### src/rtl/proj_pkg.sv
// Shared types and constants for the perspective-divide stage:
// Q16.16 words, clip-space vertex, screen vertex, FSM states.
package proj_pkg;

    localparam int FRAC = 16;
    localparam int QW   = 32 + FRAC;
    localparam logic signed [31:0] Q_ONE = 32'sh0001_0000;

    typedef logic signed [31:0] q16_t;
    typedef q16_t [3:0] vertex_t;

    typedef struct packed {
        logic [15:0] y;
        logic [15:0] x;
    } scr_vtx_t;

    typedef enum logic [2:0] {
        S_IDLE,
        S_LOAD,
        S_DIV,
        S_MAP,
        S_OUT
    } state_t;

    // Apply the quotient sign and clip the magnitude to the Q16.16 range.
    function automatic q16_t sat_q16(input logic neg, input logic [QW-1:0] mag);
        q16_t r;
        if (!neg)
            r = (mag > QW'(32'h7FFF_FFFF)) ? 32'sh7FFF_FFFF : q16_t'(mag[31:0]);
        else
            r = (mag > QW'(32'h8000_0000)) ? 32'sh8000_0000 : q16_t'(-mag[31:0]);
        return r;
    endfunction

endpackage

### src/rtl/persp_divide_if.sv
// Triangle-in / screen-triangle-out handshake bundle.
// master = upstream/downstream environment, slave = the divide block.
interface persp_divide_if;
    import proj_pkg::*;

    vertex_t  [2:0] homo_tri;
    logic           tri_valid_in;
    logic           tri_ready_out;
    scr_vtx_t [2:0] triangle;
    logic           culled_out;
    logic           valid_out;
    logic           ready_in;

    modport master (
        output homo_tri, tri_valid_in, ready_in,
        input  tri_ready_out, triangle, culled_out, valid_out
    );

    modport slave (
        input  homo_tri, tri_valid_in, ready_in,
        output tri_ready_out, triangle, culled_out, valid_out
    );

endinterface

### src/rtl/fxp_div_serial.sv
// Signed Q16.16 restoring divider, one quotient bit per cycle (QW cycles).
// den is assumed positive; the first bit is resolved on the start cycle itself.
module fxp_div_serial
    import proj_pkg::*;
(
    input  logic clk_in,
    input  logic rst_in,
    input  logic start,
    input  q16_t num,
    input  q16_t den,
    output logic busy,
    output logic done,
    output q16_t quo
);

    logic [5:0]    r_cnt;
    logic [31:0]   r_rem;
    logic [QW-1:0] r_dvd;
    logic [QW-1:0] r_q;
    logic          r_neg;

    logic [31:0]   w_mag;
    logic [31:0]   w_rem_src;
    logic [31:0]   w_rem_nxt;
    logic [QW-1:0] w_dvd_src;
    logic [QW-1:0] w_q_src;
    logic [QW-1:0] w_q_nxt;
    logic [32:0]   w_trial;
    logic [32:0]   w_diff;
    logic          w_ge;
    logic          w_unused;

    assign w_mag     = num[31] ? 32'(-num) : 32'(num);

    // On start the fresh operands feed the step directly, saving a load cycle.
    assign w_rem_src = start ? '0 : r_rem;
    assign w_dvd_src = start ? {w_mag, {FRAC{1'b0}}} : r_dvd;
    assign w_q_src   = start ? '0 : r_q;

    assign w_trial   = {w_rem_src, w_dvd_src[QW-1]};
    assign w_ge      = w_trial >= {1'b0, den};
    assign w_diff    = w_trial - {1'b0, den};
    assign w_rem_nxt = w_ge ? w_diff[31:0] : w_trial[31:0];
    assign w_q_nxt   = {w_q_src[QW-2:0], w_ge};
    assign w_unused  = w_diff[32];

    always_ff @(posedge clk_in or negedge rst_in) begin
        if (!rst_in) begin
            r_cnt <= '0;
            r_rem <= '0;
            r_dvd <= '0;
            r_q   <= '0;
            r_neg <= 1'b0;
            busy  <= 1'b0;
            done  <= 1'b0;
            quo   <= '0;
        end else begin
            done <= 1'b0;
            if (start || busy) begin
                r_rem <= w_rem_nxt;
                r_dvd <= {w_dvd_src[QW-2:0], 1'b0};
                r_q   <= w_q_nxt;
            end
            if (start) begin
                r_neg <= num[31];
                r_cnt <= 6'(QW - 1);
                busy  <= 1'b1;
            end else if (busy) begin
                r_cnt <= r_cnt - 6'd1;
                if (r_cnt == 6'd1) begin
                    busy <= 1'b0;
                    done <= 1'b1;
                    quo  <= sat_q16(r_neg, w_q_nxt);
                end
            end
        end
    end

endmodule

### src/rtl/persp_divide.sv
// Clip-space triangle -> screen-pixel triangle: per-vertex x/w, y/w,
// viewport map with clamping, cull on w <= 0, valid/ready output.
module persp_divide
    import proj_pkg::*;
#(
    parameter int H_RES = 1024,
    parameter int V_RES = 768
)
(
    input  logic           clk_in,
    input  logic           rst_in,
    persp_divide_if.slave  bus
);

    localparam int NUM_LANES = 2;  // lane 0 divides x, lane 1 divides y
    localparam logic signed [47:0] HALF_H = 48'(H_RES / 2);
    localparam logic signed [47:0] HALF_V = 48'(V_RES / 2);
    localparam logic signed [47:0] X_MAX  = 48'(H_RES - 1);
    localparam logic signed [47:0] Y_MAX  = 48'(V_RES - 1);
    localparam logic signed [33:0] ONE34  = 34'(Q_ONE);

    state_t         r_state;
    state_t         w_state_nxt;
    vertex_t  [2:0] r_vtx;
    logic     [1:0] r_v;
    logic           r_cull;
    logic           r_vcull;
    scr_vtx_t [2:0] r_tri;
    scr_vtx_t [2:0] r_tri_out;
    logic           r_culled_out;
    logic           r_valid;

    logic                  w_start;
    logic                  w_accept;
    logic                  w_w_pos;
    q16_t                  w_w;
    q16_t [NUM_LANES-1:0]  w_num;
    q16_t [NUM_LANES-1:0]  w_quo;
    logic [NUM_LANES-1:0]  w_busy;
    logic [NUM_LANES-1:0]  w_done;
    logic                  w_unused;

    logic signed [33:0] w_sum_x, w_sum_y;
    logic signed [47:0] w_px, w_py, w_sx, w_sy;
    logic        [15:0] w_sx_c, w_sy_c;

    assign w_w      = r_vtx[r_v][3];
    assign w_num[0] = r_vtx[r_v][0];
    assign w_num[1] = r_vtx[r_v][1];
    assign w_w_pos  = !w_w[31] && (w_w != '0);

    for (genvar g = 0; g < NUM_LANES; g++) begin : g_lane
        fxp_div_serial u_div (
            .clk_in (clk_in),
            .rst_in (rst_in),
            .start  (w_start),
            .num    (w_num[g]),
            .den    (w_w),
            .busy   (w_busy[g]),
            .done   (w_done[g]),
            .quo    (w_quo[g])
        );
    end

    // Viewport map; 34-bit sums keep a saturated NDC of +/-32768.0 from wrapping.
    assign w_sum_x = 34'($signed(w_quo[0])) + ONE34;
    assign w_sum_y = ONE34 - 34'($signed(w_quo[1]));
    assign w_px    = 48'(w_sum_x) * HALF_H;
    assign w_py    = 48'(w_sum_y) * HALF_V;
    assign w_sx    = w_px >>> FRAC;
    assign w_sy    = w_py >>> FRAC;

    assign w_sx_c = (w_sx < 48'sd0) ? 16'd0 : (w_sx > X_MAX) ? 16'(X_MAX) : w_sx[15:0];
    assign w_sy_c = (w_sy < 48'sd0) ? 16'd0 : (w_sy > Y_MAX) ? 16'(Y_MAX) : w_sy[15:0];

    assign w_unused = ^{w_busy, r_vtx[0][2], r_vtx[1][2], r_vtx[2][2]};

    always_ff @(posedge clk_in or negedge rst_in) begin
        if (!rst_in) r_state <= S_IDLE;
        else         r_state <= w_state_nxt;
    end

    always_comb begin
        w_state_nxt = r_state;
        w_start     = 1'b0;
        w_accept    = 1'b0;
        case (r_state)
            S_IDLE: if (bus.tri_valid_in) begin
                w_accept    = 1'b1;
                w_state_nxt = S_LOAD;
            end
            S_LOAD: if (w_w_pos) begin
                w_start     = 1'b1;
                w_state_nxt = S_DIV;
            end else begin
                w_state_nxt = S_MAP;
            end
            S_DIV:  if (&w_done) w_state_nxt = S_MAP;
            S_MAP:  w_state_nxt = (r_v == 2'd2) ? S_OUT : S_LOAD;
            S_OUT:  if (r_valid && bus.ready_in) w_state_nxt = S_IDLE;
            default: w_state_nxt = S_IDLE;
        endcase
    end

    always_ff @(posedge clk_in or negedge rst_in) begin
        if (!rst_in) begin
            r_vtx        <= '0;
            r_v          <= '0;
            r_cull       <= 1'b0;
            r_vcull      <= 1'b0;
            r_tri        <= '0;
            r_tri_out    <= '0;
            r_culled_out <= 1'b0;
            r_valid      <= 1'b0;
        end else begin
            case (r_state)
                S_IDLE: if (w_accept) begin
                    r_vtx  <= bus.homo_tri;
                    r_v    <= 2'd0;
                    r_cull <= 1'b0;
                end
                S_LOAD: begin
                    r_vcull <= !w_w_pos;
                    r_cull  <= r_cull | !w_w_pos;
                end
                S_MAP: begin
                    r_tri[r_v] <= r_vcull ? '0 : {w_sy_c, w_sx_c};
                    if (r_v != 2'd2) r_v <= r_v + 2'd1;
                end
                // First OUT cycle publishes the triangle, zeroed when any vertex culled.
                S_OUT: if (!r_valid) begin
                    r_valid      <= 1'b1;
                    r_tri_out    <= r_cull ? '0 : r_tri;
                    r_culled_out <= r_cull;
                end else if (bus.ready_in) begin
                    r_valid <= 1'b0;
                end
                default: ;
            endcase
        end
    end

    assign bus.tri_ready_out = (r_state == S_IDLE);
    assign bus.triangle      = r_tri_out;
    assign bus.culled_out    = r_culled_out;
    assign bus.valid_out     = r_valid;

endmodule
### src/flat_wrapper.sv
// flat-port wrapper written by rule: the top's interface ports become plain ports
module persp_divide_flat import proj_pkg::*;
#(
    parameter int H_RES = 1024,
    parameter int V_RES = 768
)
  (clk_in, rst_in, bus_homo_tri, bus_tri_valid_in, bus_ready_in, bus_tri_ready_out, bus_triangle, bus_culled_out, bus_valid_out);
  persp_divide_if bus_i ();
  input  logic clk_in;
  input  logic rst_in;
  input wire logic [$bits(bus_i.homo_tri)-1:0] bus_homo_tri;
  input wire logic [$bits(bus_i.tri_valid_in)-1:0] bus_tri_valid_in;
  input wire logic [$bits(bus_i.ready_in)-1:0] bus_ready_in;
  output wire logic [$bits(bus_i.tri_ready_out)-1:0] bus_tri_ready_out;
  output wire logic [$bits(bus_i.triangle)-1:0] bus_triangle;
  output wire logic [$bits(bus_i.culled_out)-1:0] bus_culled_out;
  output wire logic [$bits(bus_i.valid_out)-1:0] bus_valid_out;
  assign bus_i.homo_tri = bus_homo_tri;
  assign bus_i.tri_valid_in = bus_tri_valid_in;
  assign bus_i.ready_in = bus_ready_in;
  assign bus_tri_ready_out = bus_i.tri_ready_out;
  assign bus_triangle = bus_i.triangle;
  assign bus_culled_out = bus_i.culled_out;
  assign bus_valid_out = bus_i.valid_out;
  persp_divide #(.H_RES(H_RES), .V_RES(V_RES)) u_core (.clk_in(clk_in), .rst_in(rst_in), .bus(bus_i));
endmodule
### config.mk
export PLATFORM = sky130hd
export DESIGN_NAME = persp_divide_flat
export DESIGN_NICKNAME = d
export VERILOG_FILES = /design/src/rtl/proj_pkg.sv /design/src/rtl/persp_divide_if.sv /design/src/rtl/fxp_div_serial.sv /design/src/rtl/persp_divide.sv /design/src/flat_wrapper.sv
export SDC_FILE = /design/constraint.sdc
export NUM_CORES = 2
export LEC_CHECK = 0
export CAP_MARGIN = 20
export CORE_ASPECT_RATIO = 0.8
export CORE_MARGIN = 5
export CORE_UTILIZATION = 55
export DETAILED_ROUTE_END_ITERATION = 8
export PLACE_DENSITY = 0.86
export SLEW_MARGIN = 20
export SYNTH_ARGS = -nofsm -noshare
export SYNTH_HDL_FRONTEND = slang
export SYNTH_HIERARCHICAL = 1
export SYNTH_SLANG_ARGS = --single-unit
### constraint.sdc
create_clock -name clk_in -period 20.6 [get_ports clk_in]
set_input_delay 3.09 -clock clk_in [delete_from_list [all_inputs] [get_ports clk_in]]
set_output_delay 3.09 -clock clk_in [all_outputs]
set_load 0.02 [all_outputs]
**Word level (Yosys, flattened, before mapping)**

Cells that the tools add are included.

- Input bits: 388
- Register bits after elaboration: 919
- Output and inout bits: 99

- Muxes and demuxes: 60
- Multipliers: 1
- Bitwise logic cells: 3
- $lt $le $gt $ge: 12
- Add/subtract/negate cells: 11
- Equal/unequal tests: 13
- Reductions and logical operators: 21

Operators by type and width:

| kind | count |
|---|---|
| 2-to-1 mux 32 bit | 14 |
| binary-select mux 128 bit (select 2 bit) | 1 |
| 2-to-1 mux 128 bit | 1 |
| negation 32 bit | 4 |
| bitwise mux 96 bit | 1 |
| greater-than comparator 48 x 31 -> 1 bit, second input constant | 2 |
| greater-than comparator 48 x 32 -> 1 bit, second input constant | 2 |
| 2-to-1 mux 48 bit | 2 |
| 2-to-1 mux 96 bit | 1 |
| 2-to-1 mux 47 bit | 2 |
| >= comparator 33 x 32 -> 1 bit | 2 |
| demux 32 bit (select 2 bit) | 1 |
| 2-to-1 mux 16 bit | 4 |
| subtractor 32 bit | 2 |
| multiplier 33 x 3 -> 36 bit, second input constant | 1 |
| adder 32 x 18 -> 33 bit, second input constant | 1 |
| subtractor 18 x 32 -> 33 bit, first input constant | 1 |
| nonzero test 32 bit | 1 |
| greater-than comparator 27 x 11 -> 1 bit, second input constant | 1 |
| < comparator 27 x 1 -> 1 bit, second input constant | 1 |
| greater-than comparator 26 x 11 -> 1 bit, second input constant | 1 |
| < comparator 26 x 1 -> 1 bit, second input constant | 1 |
| 2-to-1 mux 6 bit | 4 |
| 2-to-1 mux 1 bit | 20 |
| 25 further kinds | 50 |

**Longest topological paths before layout**

- Depth after elaboration: 11
- Depth in mapped cells: 38
- Gate-level depth less buffers: 28

**Cells and area by module**

Netlist, hierarchy kept.

Modules (own cells, without submodules):

| module | times used | area each (µm²) | cells an instance |
|---|---|---|---|
| persp_divide | 1 | 23382.4 | 2153 |
| fxp_div_serial | 2 | 10118.5 | 1193 |

**Least setup slack after synthesis**

Ideal clock, no wire load.

- Path kind: flip-flop to flip-flop
- From: register u_core.r_v[1]
- To: register u_core.g_lane[1].u_div.quo[3]
- Path buffers: 10
- Path slack: 11.688 ns
- Library setup time: 0.135 ns
- Data required time: 20.465 ns
- Clock period less this slack: 8.912 ns
- Stages on the path, launching flop included: 37
- Arrival: 8.777 ns
- Path through: dfrtp_1 buf_2 buf_1 buf_2 buf_1 mux2i_1 o21ai_0 or4_4 or3_4 or4_4 or4_4 or4_4 buf_6 nor4_4 a21oi_2 ha_1 nor2b_1 o31ai_1 a211oi_1 nand3b_1 a21oi_1 o311ai_0 inv_1 clkbuf_1 clkbuf_1 clkbuf_1 ha_1 o21ai_1 nor4_1 and2_1 a21o_1 clkbuf_1 nand2_1 clkbuf_1 nor2_1 a221oi_1 o31ai_1

RTL lines:

| element | RTL line | source |
|---|---|---|
| from (decl) | persp_divide.sv:25 | `logic [1:0] r_v;` |
| from (signal assigned) | persp_divide.sv:128 | `if (r_v != 2'd2) r_v <= r_v + 2'd1;` |
| to (signal assigned) | fxp_div_serial.sv:73 | `quo <= sat_q16(r_neg, w_q_nxt);` |
| to (decl) | fxp_div_serial.sv:13 | `output q16_t quo` |

**Worst setup path after layout**

- From: register u_core.r_v[1]
- To: register u_core.g_lane[0].u_div.quo[11]

- Cells in the longest elaborated chain, start to end: 11
- Elaborated cells between the ends (all ways): 21
- Those cells by class: add/sub (2); order compare (3); mux (11); bitwise (1); reduce/logical (4)

Ends and longest elaborated chain:

| element | RTL line | source |
|---|---|---|
| binary-select mux 128 bit (select 2 bit) * | persp_divide.sv:47 | `assign w_w = r_vtx[r_v][3];` |
| 2-to-1 mux 128 bit (not written as such) * | persp_divide.sv:47 |  |
| named net u_core.w_w[10] | persp_divide.sv:36 | `q16_t w_w;` |
| nonzero test 32 bit * | persp_divide.sv:50 | `assign w_w_pos = !w_w[31] && (w_w != '0);` |
| logical AND 1 bit * | persp_divide.sv:50 |  |
| 2-to-1 mux 1 bit * | persp_divide.sv:92 | `S_LOAD: if (w_w_pos) begin` |
| 2-to-1 mux 1 bit * | persp_divide.sv:87 | `case (r_state)` |
| named net u_core.w_start | persp_divide.sv:33 | `logic w_start;` |
| 2-to-1 mux 48 bit / 2-to-1 mux 32 bit (equally long branches) | fxp_div_serial.sv:37, fxp_div_serial.sv:36 |  |
| >= comparator 33 x 32 -> 1 bit | fxp_div_serial.sv:41 | `assign w_ge = w_trial >= {1'b0, den};` |
| greater-than comparator 48 x 31 -> 1 bit, or another cell as far along | proj_pkg.sv:29 | `r = (mag > QW'(32'h7FFF_FFFF)) ? 32'sh7FFF_FFFF : q16_t'(mag[31:0]);` |
| 2-to-1 mux 32 bit (on tied branches) | proj_pkg.sv:29, proj_pkg.sv:31 |  |
| 2-to-1 mux 32 bit | proj_pkg.sv:28 | `if (!neg)` |
| to (signal assigned) | fxp_div_serial.sv:73 |  |
| to (decl) | fxp_div_serial.sv:13 |  |

Mark *: on every way through the listed nets, which the timed path passes. The rest lies on a longest branch. The select of a mux whose other input is x is not followed.
A chain may end at the register's enable or synchronous reset.

==> flow_results.xml <==
<?xml version="1.0" encoding="UTF-8"?>
<metrics>
  <group name="global_route">
    <metric name="grt_use_met3" unit="%">5.85</metric>
    <metric name="grt_antenna_before_repair" unit="">11</metric>
    <metric name="grtUsageTotal" unit="%">27.0</metric>
    <metric name="vias_in_the_first_global_route" unit="">34700</metric>
    <metric name="gr-max-usage-layer" unit="">met2</metric>
    <metric name="grt_pass1_wl" unit="µm">186000</metric>
    <metric name="grt_remaining_overflow" unit="">0</metric>
    <metric name="gr-usage-met1" unit="%">38.4</metric>
    <metric name="grt_start_max_net_pins" unit="">192</metric>
    <metric name="groute.layer.met2.usage" unit="%">42.1</metric>
  </group>
  <group name="worst_setup_path">
    <metric name="critical_path.max_stage_delay" unit="ps">950</metric>
    <metric name="worst-endpoint-required" unit="ps">21170</metric>
    <metric name="cp.arrival" unit="ps">11520</metric>
    <metric name="critical-path-slowest-cell" unit="">buf_4</metric>
    <metric name="r2r_cells" unit="">27</metric>
    <metric name="regToRegStartpoint" unit="">u_core/r_v[1]</metric>
    <metric name="worst-r2r-setup-slack" unit="ps">9650</metric>
    <metric name="ff_to_ff_end" unit="">u_core/g_lane[0].u_div/quo[11]</metric>
    <metric name="endpoint_kind" unit="">flop</metric>
    <metric name="startpoint_type" unit="">flop</metric>
    <metric name="critical_path.most_common_cell" unit="">buf_4</metric>
    <metric name="worstSetupPathType" unit="">reg2reg</metric>
    <metric name="critPathMaxFanout" unit="">114</metric>
  </group>
  <group name="clock_network">
    <metric name="clock_tree.buffer_depth" unit="">3</metric>
    <metric name="number_of_buffers_inserted_by_hold_repair_at_cts" unit="">0</metric>
    <metric name="number_of_buffers_inserted_during_clock_tree_synthesis" unit="">81</metric>
    <metric name="clock_sink_count" unit="">784</metric>
    <metric name="clock_tree.htree_level_count" unit="">3</metric>
    <metric name="clkLatencyLatePin" unit="ps">660</metric>
    <metric name="tritoncts" unit="">yes</metric>
    <metric name="clock-root-buffer" unit="">clkbuf_16</metric>
    <metric name="post-cts-setup-buffers" unit="">0</metric>
    <metric name="clkTransAtPathRegs" unit="ps">60</metric>
    <metric name="ctsResizeCount" unit="">0</metric>
  </group>
  <group name="final_layout">
    <metric name="postLayoutCellArea" unit="µm²">50800</metric>
    <metric name="layout_commonest_cell" unit="">dfrtp_1</metric>
    <metric name="syn2layout_area_growth" unit="%">17.4</metric>
    <metric name="share_of_layout_cells_above_drive_strength_1" unit="%">11.3</metric>
    <metric name="layout.nets" unit="">5276</metric>
    <metric name="layout.cells.most_common_list" unit="">780 x dfrtp_1, 574 x nand2_1, 446 x o21ai_0</metric>
  </group>
  <group name="timing">
    <metric name="fmaxAchievable" unit="GHz">0.0913</metric>
    <metric name="drv_slew" unit="">0</metric>
    <metric name="rsz_0062_raised_after_global_routing" unit="">false</metric>
    <metric name="fin_crit_sh" unit="%">53.2</metric>
    <metric name="timing.setup.tns" unit="ps">0</metric>
    <metric name="finalClockSkew" unit="ps">26.6</metric>
    <metric name="final_period_minus_worst_setup_slack" unit="ps">10950</metric>
    <metric name="slew-limit-headroom" unit="%">24.7</metric>
    <metric name="hold_viol" unit="">0</metric>
    <metric name="holdWs" unit="ps">472</metric>
    <metric name="worst-slew-pin-transition" unit="ps">1130</metric>
    <metric name="finalSetupViolations" unit="">0</metric>
  </group>
  <group name="detailed_routing">
    <metric name="wl_per_cell" unit="µm">20.0</metric>
    <metric name="via_count" unit="">35400</metric>
    <metric name="ant_nets" unit="">0</metric>
    <metric name="wl" unit="µm">117000</metric>
    <metric name="drcViolationCount" unit="">0</metric>
    <metric name="first_iter_violations" unit="">3175</metric>
    <metric name="detailedRoute.firstPassIterationCount" unit="">6</metric>
    <metric name="routed_via_density" unit="">6.05</metric>
  </group>
  <group name="floorplanning">
    <metric name="die_w" unit="µm">323</metric>
    <metric name="floorplan.die.height" unit="µm">261</metric>
    <metric name="floorplan.initialDensity" unit="%">55.1</metric>
    <metric name="floorplan.rows" unit="">92</metric>
    <metric name="die_area" unit="µm²">84300</metric>
    <metric name="pin_count" unit="">487</metric>
    <metric name="core_area" unit="µm²">78400</metric>
  </group>
  <group name="power_and_ir_drop">
    <metric name="power_switching_share" unit="%">46.3</metric>
    <metric name="p_sw" unit="W">0.00475</metric>
    <metric name="cell_internal_pwr" unit="W">0.00550</metric>
    <metric name="share_clk_of_total_power" unit="%">15.3</metric>
    <metric name="power.static_leakage" unit="nW">22.6</metric>
    <metric name="seqPwrFrac" unit="%">25.0</metric>
    <metric name="worst_ir_drop_vdd" unit="V">0.000141</metric>
    <metric name="comb_power_share" unit="%">59.7</metric>
    <metric name="cellPowerDensity" unit="nW/µm²">202</metric>
  </group>
  <group name="worst_hold_path">
    <metric name="holdPathEnd" unit="">u_core/g_lane[0].u_div/quo[14]</metric>
    <metric name="whs_path_depth" unit="">2</metric>
    <metric name="timing.hold.worst.start" unit="">u_core/g_lane[0].u_div/quo[14]</metric>
    <metric name="min-delay-path-class" unit="">reg2reg</metric>
  </group>
  <group name="placement">
    <metric name="dp_hpwl" unit="µm">78500</metric>
    <metric name="io_buffer_count" unit="">390</metric>
    <metric name="placement.cell_area" unit="µm²">47900</metric>
    <metric name="routabilityCongestion" unit="">0.925</metric>
  </group>
  <group name="flow_run">
    <metric name="timing.max_cap.violations" unit="">0</metric>
  </group>
  <group name="logic_synthesis">
    <metric name="ys.warnings.count" unit="">6</metric>
    <metric name="post_synthesis_instance_area" unit="µm²">43200</metric>
    <metric name="synth_cells" unit="">4492</metric>
    <metric name="avgSynthCellArea" unit="µm²">9.62</metric>
    <metric name="syn_nets" unit="">5021</metric>
  </group>
  <group name="status">
    <metric name="run_status" unit="">completed</metric>
  </group>
</metrics>
sequential cells by signal, indices dropped and copies added, names as in the netlist:
signal and cells:
u_core/g_lane.u_div/busy 2, u_core/bus.culled_out 1, u_core/r_vtx 288, u_core/bus.valid_out 1, u_core/g_lane.u_div/r_cnt 12, u_core/r_state 3, u_core/g_lane.u_div/r_dvd 62, u_core/g_lane.u_div/r_q 94
u_core/g_lane.u_div/r_rem 64, u_core/r_v 2, u_core/r_cull 1, u_core/g_lane.u_div/done 2, u_core/g_lane.u_div/r_neg 2, u_core/bus.triangle 96, u_core/r_tri 96, u_core/r_vcull 1
u_core/g_lane.u_div/quo 57
how the worst max path moves through the flow:
| stage | from | endpoint | slack [ps] | cells past startpoint |
|---|---|---|---|---|
| 3_5_place_dp | u_core/r_v[1] | u_core/g_lane[0].u_div/quo[11] | 10100 | 27 |
| 4_1_cts | u_core/r_v[1] | u_core/g_lane[0].u_div/quo[11] | 10020 | 27 |
| 3_3_place_gp | u_core/r_v[1] | u_core/g_lane[1].u_div/quo[11] | 10200 | 29 |
| 5_1_grt | u_core/r_v[1] | u_core/g_lane[1].u_div/quo[6] | 9050 | 29 |
| 6_report | u_core/r_v[1] | u_core/g_lane[0].u_div/quo[11] | 9650 | 27 |
| 2_1_floorplan | u_core/r_v[1] | u_core/g_lane[1].u_div/quo[3] | 11690 | 36 |
power by group through the flow:
stage	registers, W	clock network [W]	logic, W
after global placement	0.00252	0	0.00573
final	0.00256	0.00157	0.00611
after floorplan	0.00241	0	0.00455
after detailed placement	0.00255	0	0.00591
after global routing	0.00262	0.00165	0.00671
after CTS	0.00255	0.00159	0.00601
area by class of cell:
class                      instances  area, µm²
tap                             1034       1290
inverter                         131        492
multi-input combinational       3303      22100
antenna                            2       5.00
sequential                       784      19600
timing repair buffer             446       4390
clock buffer                     113       2370
fill                            5755      27600
clock inverter                    37        509
worst max-delay path: cells and delay by family (launching register included):
| kind | cells | cell delay [ps] |
|---|---|---|
| compound gates | 10 | 2890 |
| fa+ha+maj | 2 | 620 |
| buf+inv | 5 | 3060 |
| flops | 1 | 810 |
| mux | 1 | 180 |
| simple gates | 9 | 3200 |
per-layer routing:
layer	share of wire (%)	wire, µm
met1	44	51100
met4	2.5	2880
met2	45	52900
met3	8.3	9740
met5	0.087	102
stage by stage:
stage | power (W) | setup WS [ps] | util (%) | std cells
CTS | 0.0101 | 10020 | 64.7 | 5847
detailed placement | 0.00846 | 10100 | 61.0 | 5697
finish | 0.0102 | 9650 | 64.8 | 5850
floorplan | 0.00695 | 11690 | - | 4492
global route | 0.0110 | 9050 | 64.8 | 5849
global placement | 0.00825 | 10200 | 61.0 | 5696
Note: power is estimated with default switching activity, not from simulation.
